[src/rtl/echo_delay_ctrl_pkg.sv]
// Shared definitions for the echo delay FIFO controller.
// State encoding, default FIFO address width and the minimum usable delay.
package echo_pkg;

  localparam int DEPTH_W_DEF = 10;
  localparam int MIN_DELAY   = 1;

  typedef enum logic [2:0] {
    IDLE  = 3'd0,
    FILL  = 3'd1,
    RUN   = 3'd2,
    DRAIN = 3'd3,
    FLUSH = 3'd4
  } state_t;

endpackage

[src/rtl/echo_delay_ctrl_if.sv]
// FIFO-side bundle of the echo delay controller: request/clear strobes,
// the full flag coming back from the FIFO, and the echo-valid qualifier
// that travels with the FIFO q towards the mixer.
interface echo_delay_ctrl_if;

  logic fifo_wrreq;
  logic fifo_rdreq;
  logic fifo_sclr;
  logic fifo_full;
  logic echo_valid;

  modport master (
    output fifo_wrreq,
    output fifo_rdreq,
    output fifo_sclr,
    output echo_valid,
    input  fifo_full
  );

  modport slave (
    input  fifo_wrreq,
    input  fifo_rdreq,
    input  fifo_sclr,
    input  echo_valid,
    output fifo_full
  );

endinterface

[src/rtl/echo_delay_ctrl_sample_strobe.sv]
// Brings the asynchronous ADC data_valid level into sysclk and turns each
// rising edge into a single registered pulse, three sysclk edges after the rise.
module sample_strobe (
  input  logic sysclk,
  input  logic rst,
  input  logic data_valid,
  output logic sample_pulse
);

  logic sync_1;
  logic sync_2;
  logic sync_prev;

  // Two-flop synchronizer followed by a registered rising-edge detector
  always_ff @(posedge sysclk or posedge rst) begin
    if (rst) begin
      sync_1       <= 1'b0;
      sync_2       <= 1'b0;
      sync_prev    <= 1'b0;
      sample_pulse <= 1'b0;
    end else begin
      sync_1       <= data_valid;
      sync_2       <= sync_1;
      sync_prev    <= sync_2;
      sample_pulse <= sync_2 & ~sync_prev;
    end
  end

endmodule

[src/rtl/echo_delay_ctrl.sv]
// Delay FIFO sequencer for the audio echo path. Keeps the FIFO occupancy
// equal to the requested delay, qualifies the FIFO output for the mixer and
// handles delay changes, flushes and disable.
// Optional build macro ECHO_DRAIN_EN: when defined, a shorter delay is
// reached by draining surplus words (echo stays audible); when undefined the
// DRAIN state is absent and a shorter delay flushes and refills the FIFO.
//
// state | meaning
// IDLE  | echo bypassed, no FIFO traffic
// FILL  | writing samples only until occupancy reaches the delay
// RUN   | one write and one read per sample, echo valid
// DRAIN | reading one surplus word per cycle down to the new delay
// FLUSH | one-cycle FIFO clear, then FILL (enabled) or IDLE
module echo_delay_ctrl
  import echo_pkg::*;
#(
  parameter int DEPTH_W = DEPTH_W_DEF
) (
  input  logic               sysclk,
  input  logic               rst,
  input  logic               data_valid,
  input  logic               echo_en,
  input  logic               flush,
  input  logic [DEPTH_W-1:0] delay_len,
  echo_delay_ctrl_if.master  fifo_if,
  output logic               sample_pulse,
  output logic               overflow,
  output logic [2:0]         state
);

  localparam logic [DEPTH_W:0] CNT_ONE = {{DEPTH_W{1'b0}}, 1'b1};

  state_t             state_q;
  state_t             shrink_state;
  logic [DEPTH_W:0]   fill_cnt;
  logic [DEPTH_W:0]   fill_inc;
  logic [DEPTH_W:0]   fill_dec;
  logic [DEPTH_W-1:0] delay_q;
  logic [DEPTH_W-1:0] delay_in;
  logic [DEPTH_W:0]   delay_x;
  logic               active;
  logic               abort;

  sample_strobe u_strobe (
    .sysclk       (sysclk),
    .rst          (rst),
    .data_valid   (data_valid),
    .sample_pulse (sample_pulse)
  );

  assign state    = state_q;
  assign fill_inc = fill_cnt + CNT_ONE;
  assign fill_dec = fill_cnt - CNT_ONE;
  // A requested delay of zero would never let the FIFO produce an echo.
  assign delay_in = (delay_len == '0) ? DEPTH_W'(MIN_DELAY) : delay_len;
  // The delay being latched on this sample is the one the decisions use.
  assign delay_x  = {1'b0, (sample_pulse ? delay_in : delay_q)};

`ifdef ECHO_DRAIN_EN
  assign shrink_state = DRAIN;
  assign active = (state_q == FILL) || (state_q == RUN) || (state_q == DRAIN);
`else
  assign shrink_state = FLUSH;
  assign active = (state_q == FILL) || (state_q == RUN);
`endif

  assign abort = (state_q != IDLE) && (state_q != FLUSH) && (flush || !echo_en);

  // Sequencer: state, occupancy count, delay latch and registered FIFO controls
  always_ff @(posedge sysclk or posedge rst) begin
    if (rst) begin
      state_q            <= IDLE;
      fill_cnt           <= '0;
      delay_q            <= DEPTH_W'(MIN_DELAY);
      overflow           <= 1'b0;
      fifo_if.fifo_wrreq <= 1'b0;
      fifo_if.fifo_rdreq <= 1'b0;
      fifo_if.fifo_sclr  <= 1'b0;
      fifo_if.echo_valid <= 1'b0;
    end else begin
      fifo_if.fifo_wrreq <= 1'b0;
      fifo_if.fifo_rdreq <= 1'b0;
      fifo_if.fifo_sclr  <= 1'b0;
      if (sample_pulse) delay_q <= delay_in;

      if (abort) begin
        // flush/disable beats a coincident sample: nothing written or read
        state_q            <= FLUSH;
        fifo_if.echo_valid <= 1'b0;
      end else if (active && sample_pulse) begin
        if (fill_cnt < delay_x) begin
          // Growing: write only; a full FIFO drops the sample and holds state
          if (fifo_if.fifo_full) begin
            overflow <= 1'b1;
          end else begin
            fifo_if.fifo_wrreq <= 1'b1;
            fifo_if.echo_valid <= 1'b0;
            fill_cnt           <= fill_inc;
            state_q            <= (fill_inc == delay_x) ? RUN : FILL;
          end
        end else begin
          // Paired write+read keeps the occupancy and is never suppressed
          fifo_if.fifo_wrreq <= 1'b1;
          fifo_if.fifo_rdreq <= 1'b1;
          fifo_if.echo_valid <= 1'b1;
          state_q            <= (fill_cnt == delay_x) ? RUN : shrink_state;
        end
      end else begin
        case (state_q)
          IDLE: begin
            fifo_if.echo_valid <= 1'b0;
            if (echo_en) state_q <= FLUSH;
          end
          FLUSH: begin
            fifo_if.fifo_sclr  <= 1'b1;
            fifo_if.echo_valid <= 1'b0;
            fill_cnt           <= '0;
            overflow           <= 1'b0;
            state_q            <= echo_en ? FILL : IDLE;
          end
`ifdef ECHO_DRAIN_EN
          DRAIN: begin
            if (fill_cnt > delay_x) begin
              fifo_if.fifo_rdreq <= 1'b1;
              fill_cnt           <= fill_dec;
              if (fill_dec == delay_x) state_q <= RUN;
            end else begin
              state_q <= RUN;
            end
          end
`endif
          FILL, RUN: ;
          default: state_q <= IDLE;
        endcase
      end
    end
  end

endmodule
[src/flat_wrapper.sv]
// flat-port wrapper written by rule: the top's interface ports become plain ports
module echo_delay_ctrl_flat import echo_pkg::*;
#(
  parameter int DEPTH_W = DEPTH_W_DEF
)
  (sysclk, rst, data_valid, echo_en, flush, delay_len, sample_pulse, overflow, state, fifo_if_fifo_wrreq, fifo_if_fifo_rdreq, fifo_if_fifo_sclr, fifo_if_echo_valid, fifo_if_fifo_full);
  echo_delay_ctrl_if fifo_if_i ();
  input  logic sysclk;
  input  logic rst;
  input  logic data_valid;
  input  logic echo_en;
  input  logic flush;
  input  logic [DEPTH_W-1:0] delay_len;
  output logic sample_pulse;
  output logic overflow;
  output logic [2:0] state;
  output wire logic [$bits(fifo_if_i.fifo_wrreq)-1:0] fifo_if_fifo_wrreq;
  output wire logic [$bits(fifo_if_i.fifo_rdreq)-1:0] fifo_if_fifo_rdreq;
  output wire logic [$bits(fifo_if_i.fifo_sclr)-1:0] fifo_if_fifo_sclr;
  output wire logic [$bits(fifo_if_i.echo_valid)-1:0] fifo_if_echo_valid;
  input wire logic [$bits(fifo_if_i.fifo_full)-1:0] fifo_if_fifo_full;
  assign fifo_if_fifo_wrreq = fifo_if_i.fifo_wrreq;
  assign fifo_if_fifo_rdreq = fifo_if_i.fifo_rdreq;
  assign fifo_if_fifo_sclr = fifo_if_i.fifo_sclr;
  assign fifo_if_echo_valid = fifo_if_i.echo_valid;
  assign fifo_if_i.fifo_full = fifo_if_fifo_full;
  echo_delay_ctrl #(.DEPTH_W(DEPTH_W)) u_core (.sysclk(sysclk), .rst(rst), .data_valid(data_valid), .echo_en(echo_en), .flush(flush), .delay_len(delay_len), .fifo_if(fifo_if_i), .sample_pulse(sample_pulse), .overflow(overflow), .state(state));
endmodule
[config.mk]
export PLATFORM = sky130hd
export DESIGN_NAME = echo_delay_ctrl_flat
export DESIGN_NICKNAME = d
export VERILOG_FILES = /design/src/rtl/echo_delay_ctrl_pkg.sv /design/src/rtl/echo_delay_ctrl_if.sv /design/src/rtl/echo_delay_ctrl_sample_strobe.sv /design/src/rtl/echo_delay_ctrl.sv /design/src/flat_wrapper.sv
export SDC_FILE = /design/constraint.sdc
export NUM_CORES = 1
export LEC_CHECK = 0
export CORE_MARGIN = 2
export CORE_UTILIZATION = 50
export CTS_CLUSTER_DIAMETER = 60
export DETAILED_ROUTE_END_ITERATION = 10
export HOLD_SLACK_MARGIN = 0.05
export PLACE_DENSITY = 0.73
export SETUP_SLACK_MARGIN = 0.4
export SLEW_MARGIN = 10
export SYNTH_ARGS = -nofsm -noshare
export SYNTH_HDL_FRONTEND = slang
export SYNTH_HIERARCHICAL = 1
export SYNTH_SLANG_ARGS = --single-unit
[constraint.sdc]
create_clock -name sysclk -period 4.65 [get_ports sysclk]
set_clock_uncertainty 0.1 [all_clocks]
set_input_delay 0.93 -clock sysclk [delete_from_list [all_inputs] [get_ports sysclk]]
set_output_delay 0.93 -clock sysclk [all_outputs]
set_load 0.1 [all_outputs]
* Word-level counts from Yosys, hierarchy flattened
Index checks and enable logic that the tools add are counted.
** Storage, ports and cells
- Register bits :: 33
- Bits of input ports :: 16
- Output and inout port bits :: 9
- Logic and storage cells :: 80
** Cells by class
- Add/sub/neg operators :: 1
- Order comparisons :: 1
- Equal/unequal tests :: 12
- Muxes and demuxes :: 34
- Bitwise operators :: 3
- Reduce and logical (&&, ||, !) cells :: 17
** Operators by type and width (count)
- $mux 11 :: 4
- $eq 11x10->1 :: 2
- $mux 1 :: 20
- $mux 10 :: 2
- $mux 3 :: 6
- $add 11x1->11 const B :: 1
- $lt 11x10->1 :: 1
- $logic_not 10->1 :: 1
- $pmux 3 s3 :: 1
- $reduce_and 4->1 :: 2
- $ne 2x2->1 const B :: 3
- $reduce_bool 3->1 :: 2
- $ne 4x2->1 const B :: 1
- $ne 4x3->1 const B :: 1
- $reduce_or 2->1 :: 2
- $eq 3x1->1 const B :: 1
- $eq 3x2->1 const B :: 1
- $eq 3x3->1 const B :: 1
- $logic_and 1x1->1 :: 3
- $logic_not 3->1 :: 1
- $ne 3x1->1 const B :: 1
- $ne 3x3->1 const B :: 1
- $reduce_and 3->1 :: 1
- $logic_or 1x1->1 :: 2
- 6 further kinds :: 7

* Longest topological paths before layout
Gate-level depths: netlist (run 1).
- Depth after elaboration :: 9
- Depth in mapped cells :: 11

* By module
Netlist (run 1), hierarchy kept.
** Modules (own cells, without submodules)
- echo_delay_ctrl :: times used 1, cells each 212, area an instance 1973.1 µm², sequential area each 726.9 µm²
- sample_strobe :: times used 1, cells each 6, area an instance 117.6 µm², sequential area each 100.1 µm²

* Worst setup path before layout (run 1)
No wires, ideal clock.
- Path kind :: reg2reg
- Start point :: register u_core.u_strobe.sample_pulse
- End point :: register u_core.state_q[0], in the netlist u_core/state[0]
- Setup time :: 0.095 ns
- Arrival :: 3.202 ns
- Data required time :: 4.455 ns
- Path slack :: 1.252 ns
- Stages on the path, launching flop included :: 10
- Cells stage by stage :: dfrtp_1 buf_2 mux2i_1 ha_1 nor2b_1 o21ai_0 nand4_2 a2111oi_0 o21ai_0 o31ai_1
** Between the ends
- Longest elaborated chain between the ends :: 7
- Elaborated cells on any way between the ends :: 13
- Those cells by class :: 1 x order compare; 4 x eq/ne; 6 x mux; 2 x reduce/logical
** Ends and longest elaborated chain
- start: declaration :: RTL line echo_delay_ctrl_sample_strobe.sv:7 : output logic sample_pulse
- start signal: assignment :: RTL line echo_delay_ctrl_sample_strobe.sv:25 : sample_pulse <= sync_2 & ~sync_prev;
- branches (longest 7 deep; another with $lt 11x10->1)
- end signal: assignment :: RTL line echo_delay_ctrl.sv:99 : state_q <= (fill_inc == delay_x) ? RUN : FILL;
- end signal: assignment :: RTL line echo_delay_ctrl.sv:106 : state_q <= (fill_cnt == delay_x) ? RUN : shrink_state;
- end signal: assignment :: RTL line echo_delay_ctrl.sv:119 : state_q <= echo_en ? FILL : IDLE;
- end: declaration :: RTL line echo_delay_ctrl.sv:33 : state_t state_q;
Parallel ways; which one is timed is not known. The select of a mux whose other input is x is not followed.
A chain may end at the register's enable or synchronous reset.

* Worst setup path in the final report (run 1)
- Start point :: input port delay_len[7]
- End point :: register u_core.fill_cnt[8]
** Between the ends
- Longest elaborated chain between the ends :: 6
** Ends and longest elaborated chain
- start: declaration :: RTL line flat_wrapper.sv:13 : input logic [DEPTH_W-1:0] delay_len;
- $logic_not 10->1 :: RTL line echo_delay_ctrl.sv:55 : assign delay_in = (delay_len == '0) ? DEPTH_W'(MIN_DELAY) : delay_len;
- $mux 10 :: RTL line echo_delay_ctrl.sv:55
- $mux 10 :: RTL line echo_delay_ctrl.sv:57 : assign delay_x = {1'b0, (sample_pulse ? delay_in : delay_q)};
- via u_core.delay_x[0] :: RTL line echo_delay_ctrl.sv:40 : logic [DEPTH_W:0] delay_x;
- $lt 11x10->1 :: RTL line echo_delay_ctrl.sv:91 : if (fill_cnt < delay_x) begin
- $ne 2x2->1 (no source line)
- $reduce_and 4->1 (no source line)
- end signal: assignment :: RTL line echo_delay_ctrl.sv:98 : fill_cnt <= fill_inc;
- end: declaration :: RTL line echo_delay_ctrl.sv:35 : logic [DEPTH_W:0] fill_cnt;
The timed path passes the listed nets, and every way through them passes these cells.

==> impl_metrics.py, run 1 <==
metrics = {
    "sta": {
        "setup_viol": 0,
        "fin_crit_ps": 3574,
        "rsz0062_at_grt": "no",
        "worst_pin_slew_ps": 978.2,
        "fmax_ghz": 0.2798,
        "setup_tns_ps": 0,
        "finalCritPeriodShare": 0.7687,
        "final_hold_viol_count": 0,
        "slew_viol_final": 0,
        "slew_headroom": 0.3458,
    },
    "clock_network": {
        "root_buffer": "clkbuf_8",
        "cts.sinks": 33,
        "clk_latency_ps": 300,
        "clock_path_buffers": 2,
        "cts-buffers-inserted": 5,
        "h-tree-depth": 2,
        "clk_pin_slew_ps": 70,
        "cts_setup_buffers": 0,
        "post_cts_resized": 0,
        "cts_tree": "done",
        "ctsHoldBuffers": 0,
    },
    "outcome": {
        "status": "finished, final reports clean",
    },
    "floorplan": {
        "die_w_um": 68.67,
        "fp-row-count": 23,
        "initial_core_util": 0.5227,
        "die_area_um2": 4715,
        "ios": 25,
        "core_area_um2": 4000,
        "die_y_um": 68.67,
    },
    "worst_setup_path": {
        "crit_slowest_cell": "clkdlybuf4s50_1",
        "r2r_cells": 8,
        "critical_path_class": "input pin to register",
        "reg2reg_slack_ps": 1440,
        "critical_path.top_delay_family": "compound AO/OA/AOI/OAI gates",
        "crit_path_cell_trace": "clkdlybuf4s50_1 -> nor4_1 -> a31oi_1 -> a21oi_1 -> ha_1 -> nor2b_1 -> o21ai_0 -> nand4_2 -> a21boi_4 -> nor2_2 -> a221o_1",
        "cp-end-kind": "register",
        "worst-path-buf-inv": 1,
        "r2r-end": "u_core/fill_cnt[8]",
        "required_ps": 4730,
        "worstReg2RegStart": "u_core/u_strobe/sample_pulse",
        "critPathMaxStageDelay_ps": 430,
        "worst-path-max-fanout": 17,
        "arrival_ps": 3650,
        "start_kind": "input pin",
    },
    "global_routing": {
        "antenna_found_initial": 0,
        "grt_first_pass_wirelength_um": 7320,
        "grt_usage": 0.2166,
        "first_global_vias": 1561,
        "grt_max_degree": 30,
        "grt.overflow.total": 0,
    },
    "layout": {
        "drive_gt1_frac": 0.1224,
        "fin_area_um2": 2441,
        "antennaDiodeCount": 0,
        "area_delta_synth_final_pct": 16.76,
        "fin_nets": 270,
    },
    "pwr": {
        "power_density_nw_per_um2": 359.9,
        "max-vdd-ir-drop_mv": 0.1667,
        "p_comb_frac": 0.371,
        "p_sw_w": 0.0003584,
        "power.share.switching": 0.4079,
        "pwr-share-clk": 0.246,
        "p_int_w": 0.0005202,
        "leakage_nw": 1.049,
        "p_seq_frac": 0.383,
    },
    "drt": {
        "viasPerCell": 5.759,
        "routed_wirelength_um": 4582,
        "ant_nets": 0,
        "drt_iter0_drc": 75,
        "routedWlPerCell_um": 15.53,
        "drtPass1Iterations": 4,
        "route.detailed.drc": 0,
        "num_vias": 1699,
    },
    "run": {
        "drv_cap": 0,
    },
    "logic_synthesis": {
        "ys_ff_latch": 33,
        "yosys_warnings": 6,
        "synth_cell_types": 58,
        "syn_avg_cell_area_um2": 9.591,
        "synthCells": 218,
        "synth_edf_count": 0,
        "synth_ff_type": "dfrtp_1",
        "async_flop_share": 1.000,
        "syn_area_um2": 2091,
        "synth_nets": 244,
        "ys_seq_area_frac": 0.3956,
    },
    "hold_path": {
        "hp-class": "register to register",
        "hold_depth": 0,
        "hold_end": "u_core/u_strobe/sync_2",
        "min-delay-start": "u_core/u_strobe/sync_1",
    },
    "placed_design": {
        "place_congestion": 0.9291,
        "place_hpwl_um": 3450,
        "port_buffers": 24,
        "place_area_um2": 2355,
    },
}
-- cells in the mapped netlist, drive strengths merged, types with 2 or more instances --
master / n / area (µm²)
nand2: 16 / 60.06
a21oi: 12 / 60.06
mux2i: 11 / 126.4
nand4: 7 / 50.05
o21ai: 14 / 70.07
xor2: 3 / 26.28
or3: 5 / 37.54
nor4: 3 / 18.77
clkbuf: 2 / 17.51
and4: 2 / 17.52
inv: 15 / 56.30
o31a: 3 / 27.53
a221o: 3 / 30.03
nor3: 3 / 20.02
dfrtp: 32 / 800.8
buf: 4 / 28.78
nor2b: 3 / 26.27
nand3: 7 / 35.03
and2: 2 / 12.51
mux2: 2 / 26.27
a31oi: 4 / 25.02
o31ai: 2 / 15.01
nor2: 20 / 77.58
a31o: 2 / 17.52
xnor2: 10 / 87.58
ha: 10 / 125.1
and3: 5 / 35.03
-- per-stage QoR --
step / hold slack, ps / setup WS, ps / utilization / instances / total power, W
global route: 257.7 / 851.3 / 0.6103 / 295 / 0.0009235
global placement: 237.6 / 909.0 / 0.5887 / 287 / 0.0006634
floorplan: 231.2 / 1252 / - / 218 / 0.0005791
detailed placement: 237.8 / 813.3 / 0.5887 / 287 / 0.0006668
CTS: 254.1 / 1103 / 0.6103 / 295 / 0.0008855
finish: 251.9 / 1076 / 0.6103 / 295 / 0.0008785
-- metal layers --
layer	global-route usage	up-vias	routed length, µm	part of all wire
met5	0	-	0	0
li1	-	839	-	-
met1	0.3020	799	2123	0.46
met3	0.05519	8	286	0.062
met2	0.3137	53	2077	0.45
met4	0.1000	0	94	0.021
-- how the worst max path moves through the flow --
stage	from	end	depth (start not counted)
after global placement	delay_len[7]	u_core/fill_cnt[5]	11
after CTS	delay_len[7]	u_core/fill_cnt[3]	11
after floorplan	u_core/u_strobe/sample_pulse	u_core/state[0]	9
final	delay_len[7]	u_core/fill_cnt[8]	11
after detailed placement	delay_len[7]	u_core/fill_cnt[5]	11
after global routing	delay_len[7]	u_core/fill_cnt[3]	11
-- area by class of cell --
type	instances	area, µm²
Clock buffer	5	68.82
Clock inverter	3	17.52
Fill cell	336	1559
Inverter	15	56.30
Multi-Input combinational cell	164	1161
Sequential cell	33	827.0
Tap cell	50	62.56
Timing Repair Buffer	25	247.7
-- registers in the layout, indices dropped and copies added, names as in the netlist --
register / flops
u_core/overflow: 1
u_core/state: 3
u_core/fifo_if.fifo_rdreq: 1
u_core/u_strobe/sync_2: 1
u_core/u_strobe/sync_1: 1
u_core/fifo_if.fifo_sclr: 1
u_core/u_strobe/sync_prev: 1
u_core/delay_q: 10
u_core/fifo_if.echo_valid: 1
u_core/u_strobe/sample_pulse: 1
u_core/fifo_if.fifo_wrreq: 1
u_core/fill_cnt: 11
-- power groups by stage --
stage	combinational, W	sequential [W]	clock, W
finish	0.000326	0.000336	0.000216
global route	0.000349	0.000340	0.000234
CTS	0.000325	0.000337	0.000224
detailed placement	0.000324	0.000343	0
global placement	0.000322	0.000342	0
floorplan	0.000141	0.000438	0
-- logic make-up after synthesis --
kind of cell	synth area share
fa+ha+maj	0.05984
xor+xnor	0.05446
buf+inv	0.04907
compound gates	0.1676
mux	0.07301
simple gates	0.2005
flops	0.3956
-- placed cells by master (no fill, tap or decap), drive strengths merged, types with 3 or more instances in the layout --
master         netlist  layout
a21oi               12      12
a221o                3       3
a31oi                4       4
and3                 5       5
clkbuf               2       5
clkdlybuf4s50        0      24
dfrtp               32      32
ha                  10      10
inv                 15      15
mux2i               11      11
nand2               16      16
nand3                7       7
nand4                7       7
nor2                20      20
nor2b                3       3
nor3                 3       3
nor4                 3       3
o21ai               14      14
o31a                 3       3
or3                  5       5
xnor2               10      10
xor2                 3       3
(Power assumes the default switching activity.)
==> inputs of run 2 (changes only) <==
==> constraint.sdc (replaced) <==
create_clock -name sysclk -period 3.46 [get_ports sysclk]
set_clock_uncertainty 0.1 [all_clocks]
set_input_delay 0.692 -clock sysclk [delete_from_list [all_inputs] [get_ports sysclk]]
set_output_delay 0.692 -clock sysclk [all_outputs]
set_load 0.1 [all_outputs]
==> impl_metrics.py, run 2 (same netlist as run 1, synthesis figures left out) <==
metrics = {
    "global_routing": {
        "grt_first_pass_wirelength_um": 7755,
        "grt_max_degree": 30,
        "grt.overflow.total": 0,
        "antenna_found_initial": 0,
        "grt_usage": 0.2322,
        "first_global_vias": 1611,
    },
    "floorplan": {
        "core_area_um2": 4000,
        "die_y_um": 68.67,
        "die_area_um2": 4715,
        "ios": 25,
        "die_w_um": 68.67,
        "initial_core_util": 0.5227,
        "fp-row-count": 23,
    },
    "sta": {
        "worst_pin_slew_ps": 481.1,
        "setup_tns_ps": 0,
        "timing.final.ws_setup_ps": 542.4,
        "slew_viol_final": 0,
        "setup_viol": 0,
        "fmax_ghz": 0.3428,
        "finalCritPeriodShare": 0.8432,
        "fin_crit_ps": 2918,
        "final_hold_viol_count": 0,
        "hold_slack_ps": 264.0,
        "slew_headroom": 0.6701,
        "rsz0062_at_grt": "no",
    },
    "drt": {
        "num_vias": 1778,
        "drt_iter0_drc": 103,
        "drtPass1Iterations": 4,
        "routed_wirelength_um": 5160,
        "routedWlPerCell_um": 16.86,
        "route.detailed.drc": 0,
        "viasPerCell": 5.810,
        "ant_nets": 0,
    },
    "layout": {
        "fin_util": 0.6472,
        "largest_reg_flops": 11,
        "drive_gt1_frac": 0.2227,
        "layout.cells.non_filler": 306,
        "mostFrequentLayoutCells": "dfrtp_1, buf_4, nor2_1",
        "fillCellCount": 329,
        "top_register": "u_core/fill_cnt",
        "area_delta_synth_final_pct": 23.82,
        "final_common_cell": "dfrtp_1",
        "fin_nets": 281,
        "antennaDiodeCount": 0,
    },
    "worst_setup_path": {
        "worst-path-max-fanout": 5,
        "cp-end-kind": "register",
        "r2r-end": "u_core/fill_cnt[2]",
        "cp-endpoint": "u_core/fill_cnt[2]",
        "required_ps": 3580,
        "arrival_ps": 3040,
        "critPathLaunch": "delay_len[1]",
        "critical_path_class": "input pin to register",
        "r2r_cells": 8,
        "worstReg2RegStart": "u_core/u_strobe/sample_pulse",
        "start_kind": "input pin",
        "reg2reg_slack_ps": 700,
    },
    "outcome": {
        "status": "finished, final reports clean",
    },
    "pwr": {
        "p_int_w": 0.0007118,
        "power.share.switching": 0.4054,
        "pwr-share-clk": 0.230,
        "p_comb_frac": 0.391,
        "power_density_nw_per_um2": 462.5,
        "leakage_nw": 1.216,
        "max-vdd-ir-drop_mv": 0.3236,
        "p_seq_frac": 0.379,
        "p_sw_w": 0.0004853,
    },
    "clock_network": {
        "root_buffer": "clkbuf_8",
        "h-tree-depth": 2,
        "cts.sinks": 33,
        "clk_latency_ps": 290,
        "clock_path_buffers": 2,
        "cts-buffers-inserted": 5,
        "clk_pin_slew_ps": 70,
        "cts_tree": "done",
    },
    "placed_design": {
        "place_hpwl_um": 3622,
        "place_congestion": 0.9013,
        "dp.cells": 295,
        "port_buffers": 24,
        "dp_slack_ps": 11.82,
    },
    "hold_path": {
        "hp-class": "register to register",
    },
    "run": {
        "drv_cap": 0,
    },
}
[run 2: changes by cell type in the layout (fill, tap and decap cells not counted), moves of 2 or more]
cell             before  now
a21oi_1              12   10
a21oi_2               0    2
buf_4                 1   20
clkdlybuf4s50_1      24    6
dlymetal6s2s_1        0    9
[run 2: through the flow]
| stage | cell area, µm² | total power (W) |
|---|---|---|
| floorplan | 2095 | 0.0007788 |
| global placement | 2396 | 0.0009039 |
| detailed placement | 2396 | 0.0009098 |
| CTS | 2484 | 0.001189 |
| global route | 2589 | 0.001268 |
| finish | 2589 | 0.001197 |
[run 2: area by class of cell]
cell class              instances  area [µm²]  share of cell area
clock inverters                 2       10.01            0.003867
flip-flops and latches         33       830.8              0.3209
repair buffers                 36       334.1              0.1290
well taps                      50       62.56             0.02417
clock buffers                   6       72.57             0.02803
multi-input cells             164        1222              0.4722
inverters                      15       56.30             0.02175
[run 2: worst min-delay path by stage]
stage / start / cells after the start / endpoint
2_1_floorplan: u_core/u_strobe/sync_1 / 0 / u_core/u_strobe/sync_2
3_3_place_gp: u_core/u_strobe/sync_1 / 0 / u_core/u_strobe/sync_2
3_5_place_dp: u_core/u_strobe/sync_1 / 0 / u_core/u_strobe/sync_2
4_1_cts: u_core/u_strobe/sync_1 / 0 / u_core/u_strobe/sync_2
5_1_grt: u_core/u_strobe/sync_1 / 0 / u_core/u_strobe/sync_2
6_report: u_core/u_strobe/sync_1 / 0 / u_core/u_strobe/sync_2
[run 2: critical path, stage by stage]
cell	delay, ps
dlymetal6s2s_1	140
nor4_2	300
a31oi_1	160
a21oi_2	210
ha_2	210
nor2b_4	40
o211ai_1	310
nand4_4	220
a21bo_2	310
mux2_4	320
mux2i_4	120
[run 2: repair_timing]
action                                  in CTS  in global routing
hold buffers                                 0                  0
hold endpoints to repair                     0                  0
pin swaps                                    2                 13
gates resized for setup                      3                 20
endpoints found under the setup margin       8                 15
setup buffers                                0                  3
[run 2: routing by layer]
metal	vias to the layer above	GRT usage	wire length (µm)
met4	0	0.1275	99
met3	10	0.06656	385
met5	-	0	0
li1	862	-	-
met1	836	0.3010	2243
met2	70	0.3474	2431
[run 2: power by group through the flow]
stage / logic [W] / clock network [W] / registers (W)
after floorplan: 0.000190 / 0 / 0.000589
after global placement: 0.000444 / 0 / 0.000460
after detailed placement: 0.000448 / 0 / 0.000462
after CTS: 0.000450 / 0.000284 / 0.000454
after global routing: 0.000501 / 0.000308 / 0.000459
final: 0.000468 / 0.000276 / 0.000454
